File: config.mk
export PLATFORM = sky130hd
export DESIGN_NAME = mem_wb_stage
export DESIGN_NICKNAME = d
export VERILOG_FILES = /design/src/rtl/mem_wb_stage.sv
export SDC_FILE = /design/constraint.sdc
export NUM_CORES = 1
export LEC_CHECK = 0
export BUFFER_PORTS_ARGS = -buffer_cell sky130_fd_sc_hd__buf_2
export CORE_AREA = 2 2 116 107
export CTS_CLUSTER_SIZE = 24
export DETAILED_ROUTE_END_ITERATION = 10
export DIE_AREA = 0 0 118 109
export GPL_TIMING_DRIVEN = 0
export HOLD_SLACK_MARGIN = 0.15
export SLEW_MARGIN = 20
export SYNTH_ARGS = -nofsm -noshare
export SYNTH_HDL_FRONTEND = slang
export SYNTH_SLANG_ARGS = --single-unit
File: constraint.sdc
create_clock -name clk -period 2.6 [get_ports clk]
set_input_delay 0.52 -clock clk [delete_from_list [all_inputs] [get_ports clk]]
set_output_delay 0.52 -clock clk [all_outputs]
set_load 0.02 [all_outputs]
File: src/rtl/mem_wb_stage.sv
// MEM stage controller and MEM/WB register with a req/ack data-memory port.
// Define MEM_WB_TIMEOUT_EN to compile in the access watchdog and mem_err.
module mem_wb_stage #(
    parameter int TIMEOUT_CYCLES = 255
) (
    input  logic        clk,
    input  logic        rst_n,
    input  logic [15:0] pc_inc_out_mem,
    input  logic [15:0] bs_out_mem,
    input  logic [15:0] alu_out_mem,
    input  logic [1:0]  m8_sel_mem,
    input  logic [2:0]  m2_out_mem,
    input  logic [15:0] mem_wr_data_mem,
    input  logic        mem_wr_en_mem,
    input  logic        mem_rd_en_mem,
    input  logic        reg_wr_en_mem,
    output logic        dmem_req,
    output logic        dmem_we,
    output logic [15:0] dmem_addr,
    output logic [15:0] dmem_wdata,
    input  logic        dmem_ack,
    input  logic [15:0] dmem_rdata,
    output logic        stall_mem,
    output logic [15:0] wb_data_wb,
    output logic [2:0]  wb_rd_wb,
    output logic        wb_en_wb,
    output logic        mem_err
);

    typedef enum logic [1:0] {
        IDLE,
        ACCESS,
        COMPLETE
    } state_t;

    if (TIMEOUT_CYCLES < 1) begin : g_bad_timeout
        $error("TIMEOUT_CYCLES must be at least 1");
    end

    state_t      state_q, state_d;
    logic        req_q, req_d;
    logic        we_q, we_d;
    logic [15:0] addr_q, addr_d;
    logic [15:0] wdata_q, wdata_d;
    logic [15:0] lbuf_q, lbuf_d;
    logic [15:0] wb_data_q, wb_data_d;
    logic [2:0]  wb_rd_q, wb_rd_d;
    logic        wb_en_q, wb_en_d;
    logic        mem_op;
    logic        capture;
    logic [15:0] wb_mux;

`ifdef MEM_WB_TIMEOUT_EN
    localparam int CW = $clog2(TIMEOUT_CYCLES + 1);
    logic [CW-1:0] cnt_q, cnt_d;
    logic          err_q, err_d;
`endif

    always_comb begin
        unique case (m8_sel_mem)
            2'b00:   wb_mux = alu_out_mem;
            2'b01:   wb_mux = lbuf_q;
            2'b10:   wb_mux = pc_inc_out_mem;
            default: wb_mux = bs_out_mem;
        endcase
    end

    always_comb begin
        mem_op    = mem_rd_en_mem | mem_wr_en_mem;
        state_d   = state_q;
        req_d     = req_q;
        we_d      = we_q;
        addr_d    = addr_q;
        wdata_d   = wdata_q;
        lbuf_d    = lbuf_q;
        wb_data_d = wb_data_q;
        wb_rd_d   = wb_rd_q;
        wb_en_d   = wb_en_q;
        stall_mem = 1'b0;
        capture   = 1'b0;
`ifdef MEM_WB_TIMEOUT_EN
        cnt_d = cnt_q;
        err_d = err_q;
`endif
        unique case (state_q)
            IDLE: begin
                if (mem_op) begin
                    stall_mem = 1'b1;
                    wb_en_d   = 1'b0;
                    req_d     = 1'b1;
                    we_d      = mem_wr_en_mem;
                    addr_d    = alu_out_mem;
                    wdata_d   = mem_wr_data_mem;
                    state_d   = ACCESS;
`ifdef MEM_WB_TIMEOUT_EN
                    cnt_d = '0;
`endif
                end else begin
                    capture = 1'b1;
                end
            end
            ACCESS: begin
                stall_mem = 1'b1;
                wb_en_d   = 1'b0;
                if (dmem_ack) begin
                    lbuf_d  = dmem_rdata;
                    req_d   = 1'b0;
                    state_d = COMPLETE;
                end
`ifdef MEM_WB_TIMEOUT_EN
                else begin
                    cnt_d = cnt_q + CW'(1);
                    // Abort on the edge where the count reaches the limit
                    if (cnt_q == CW'(TIMEOUT_CYCLES - 1)) begin
                        req_d   = 1'b0;
                        lbuf_d  = 16'h0000;
                        err_d   = 1'b1;
                        state_d = COMPLETE;
                    end
                end
`endif
            end
            COMPLETE: begin
                capture = 1'b1;
                state_d = IDLE;
            end
            default: state_d = IDLE;
        endcase
        if (capture) begin
            wb_data_d = wb_mux;
            wb_rd_d   = m2_out_mem;
            wb_en_d   = reg_wr_en_mem & ~mem_wr_en_mem;
        end
    end

    always_ff @(posedge clk or negedge rst_n) begin
        if (!rst_n) begin
            state_q   <= IDLE;
            req_q     <= 1'b0;
            we_q      <= 1'b0;
            addr_q    <= 16'h0000;
            wdata_q   <= 16'h0000;
            lbuf_q    <= 16'h0000;
            wb_data_q <= 16'h0000;
            wb_rd_q   <= 3'd0;
            wb_en_q   <= 1'b0;
        end else begin
            state_q   <= state_d;
            req_q     <= req_d;
            we_q      <= we_d;
            addr_q    <= addr_d;
            wdata_q   <= wdata_d;
            lbuf_q    <= lbuf_d;
            wb_data_q <= wb_data_d;
            wb_rd_q   <= wb_rd_d;
            wb_en_q   <= wb_en_d;
        end
    end

`ifdef MEM_WB_TIMEOUT_EN
    always_ff @(posedge clk or negedge rst_n) begin
        if (!rst_n) begin
            cnt_q <= '0;
            err_q <= 1'b0;
        end else begin
            cnt_q <= cnt_d;
            err_q <= err_d;
        end
    end
    assign mem_err = err_q;
`else
    assign mem_err = 1'b0;
`endif

    assign dmem_req   = req_q;
    assign dmem_we    = we_q;
    assign dmem_addr  = addr_q;
    assign dmem_wdata = wdata_q;
    assign wb_data_wb = wb_data_q;
    assign wb_rd_wb   = wb_rd_q;
    assign wb_en_wb   = wb_en_q;

endmodule

==> impl_metrics.py <==
metrics = {
    "sta": {
        "rsz0062_at_grt": "false",
        "whs_ps": 411,
        "fmax_ghz": 0.506,
        "layout_min_cycle_time_ps": 1980,
        "worst_slack_ps": 624,
        "maxSlewViolCount": 0,
        "fin_crit_sh_pct": 76.0,
        "skew_ps": 4.74,
        "setup_viol": 0,
        "finalHoldViolations": 0,
        "finalSetupTns_ps": 0,
    },
    "power": {
        "clkPwrFrac_pct": 20.7,
        "intPower_mw": 3.47,
        "seq_power_share_pct": 36.4,
        "p_sw_mw": 1.91,
        "finalPower_mw": 5.39,
        "switching_share_pct": 35.5,
        "vdd_drop_max_mv": 0.464,
        "combPwrFrac_pct": 42.8,
        "p_per_area_mw_per_mm2": 1210,
        "p_leak_nw": 2.12,
    },
    "placed_design": {
        "place_area_mm2": 0.00416,
        "port_buffers": 143,
        "dp_hpwl_um": 5680,
        "dp_slack_ps": 571,
        "gp_congestion": 0.740,
    },
    "min_path": {
        "hold_path.class": "primary input to flop",
        "whs_path_depth": 2,
    },
    "route": {
        "via_count": 2192,
        "drtAntennaViolNets": 0,
        "drcViolationCount": 0,
        "drtIter0Drc": 44,
        "drt-total-wl_um": 7790,
        "wl_per_cell_um": 15.3,
        "first_pass_iters": 4,
        "routed_via_density": 4.31,
    },
    "layout": {
        "syn2layout_area_growth_pct": 38.0,
        "n_antenna_cell": 0,
        "final_nets": 434,
        "design_area_mm2": 0.00444,
        "drive_gt1_share_pct": 71.3,
        "final_common_cell": "buf_2",
        "mostFrequentLayoutCells": "buf_2, dfrtp_1, mux2_2, mux4_2, mux2_4",
    },
    "cts": {
        "postCtsSetupRepairBufs": 0,
        "cts_hold_buffers": 1,
        "cts_tree": "built",
        "cts.sinks": 72,
        "cts-buffers-inserted": 9,
        "htreeDepth": 3,
        "clock-root-buffer": "clkbuf_16",
        "clk_path_buf_depth": 2,
        "clock_latency_ps": 330,
        "ctsResizeCount": 0,
        "clkSlewWorstSetupHoldPaths_ps": 60,
    },
    "worst_setup_path": {
        "path_cells": "buf_2, or2_2, nor2_1, nor2_1, buf_2",
        "crit_slowest_cell": "dfrtp_1",
        "r2r_cells": 4,
        "cpPeakStageDelay_ps": 350,
        "crit_path_end_kind": "output pin",
        "required_ps": 2080,
        "path_max_fanout": 8,
        "cp.arrival_ps": 1460,
        "worst_setup_path_start_kind": "flop",
        "critical_path_class": "flop to output pin",
    },
    "floorplanning": {
        "start_util_pct": 27.4,
        "die_w_um": 118,
        "die_h_um": 109,
        "rows": 38,
        "dieArea_mm2": 0.0129,
        "core_mm2": 0.0117,
        "pin_count": 147,
    },
    "logic_synthesis": {
        "synthFlopType": "dfrtp_1",
        "ys_ff_latch": 72,
        "yosys-top-cells-area": "dfrtp_1, mux2_2, mux4_2, mux4_1, mux2_4",
        "yosysTopAreaCell": "dfrtp_1",
        "syn_nets": 278,
        "async_reset_ff_share_pct": 100,
        "ys_types": 26,
        "syn_area_mm2": 0.00321,
        "synth_warnings": 0,
        "ys_seq_area_share_pct": 56.1,
        "syn_inst": 187,
        "synth_top_area_share_pct": 56.1,
        "synth_area_per_cell_um2": 17.2,
        "synth_edf_count": 0,
    },
    "global_routing": {
        "grt_overflow": 0,
        "grt_pass1_vias": 2239,
        "grt_max_degree": 48,
        "antenna_found_initial": 0,
        "grtUsageTotal_pct": 12.7,
        "grt_pass1_wl_um": 12100,
    },
    "outcome": {
        "status": "finished, final reports clean",
    },
    "job": {
        "cap_violations": 0,
    },
}
## synth_stat cells (2+ instances only)
cell and instances:
mux4_1 6, buf_4 5, buf_6 2, nor2_1 4, nand2_1 2, dfrtp_1 72, or2_2 2, mux4_2 10
mux2_1 3, buf_2 3, mux2_2 54, mux2_4 10
## critical path, delay by kind of cell, from the launching register on
kind,cells,cell delay (ps)
buffers and inverters,2,340
flip-flops,1,350
AND/OR/NAND/NOR,3,450
## per-stage QoR
step / utilization, % / std cells
2_1_floorplan: - / 187
5_1_grt: 37.8 / 508
6_report: 37.8 / 508
3_3_place_gp: 35.2 / 490
4_1_cts: 37.8 / 508
3_5_place_dp: 35.4 / 491
## power groups by stage
stage	clock network (mW)	registers (mW)	logic, mW
after global routing	1.23	2.04	2.47
after CTS	1.17	1.97	2.35
after floorplan	0	2.48	1.06
after detailed placement	0	1.99	2.35
final	1.12	1.96	2.31
after global placement	0	1.95	2.31
## state kept, by name, indices dropped and copies added, names as in the netlist
register and flops:
dmem_addr 16, dmem_req 1, dmem_wdata 16, dmem_we 1, lbuf_q 16, state_q 2, wb_data_wb 16, wb_en_wb 1
wb_rd_wb 3
## logic make-up after synthesis
logic type	after synthesis	share of synthesized area, %
flip-flops	72	56.1
other	1	0.117
buffers and inverters	14	3.35
AO/OA/AOI/OAI	5	1.25
AND/OR/NAND/NOR	12	2.65
multiplexers	83	36.6
## metal layers
layer  part of all wire (%)  GRT usage [%]
met2                     47           19.5
met1                     45           16.5
met3                    6.0           4.18
met4                    1.8           5.16
met5                      0              0
## cell type report
type	count	area [um2]
Inverter	1	3.75
Clock inverter	4	20.0
Tap cell	160	200
Multi-Input combinational cell	101	1300
Timing Repair Buffer	145	756
Fill cell	1173	7310
Buffer	13	104
Sequential cell	72	1800
Clock buffer	12	246
## final timing paths
kind                                 from             to  slack [ps]
setup reg to reg               state_q[1]  dmem_addr[10]         890
hold reg to reg                lbuf_q[14]     lbuf_q[14]         490
setup / recovery               state_q[0]      stall_mem         620
max in group asynchronous           rst_n   dmem_addr[7]        1390
hold / removal             dmem_rdata[10]     lbuf_q[10]         410
min in group asynchronous           rst_n    wb_rd_wb[1]         650
Note: power is estimated with default switching activity, not from simulation.
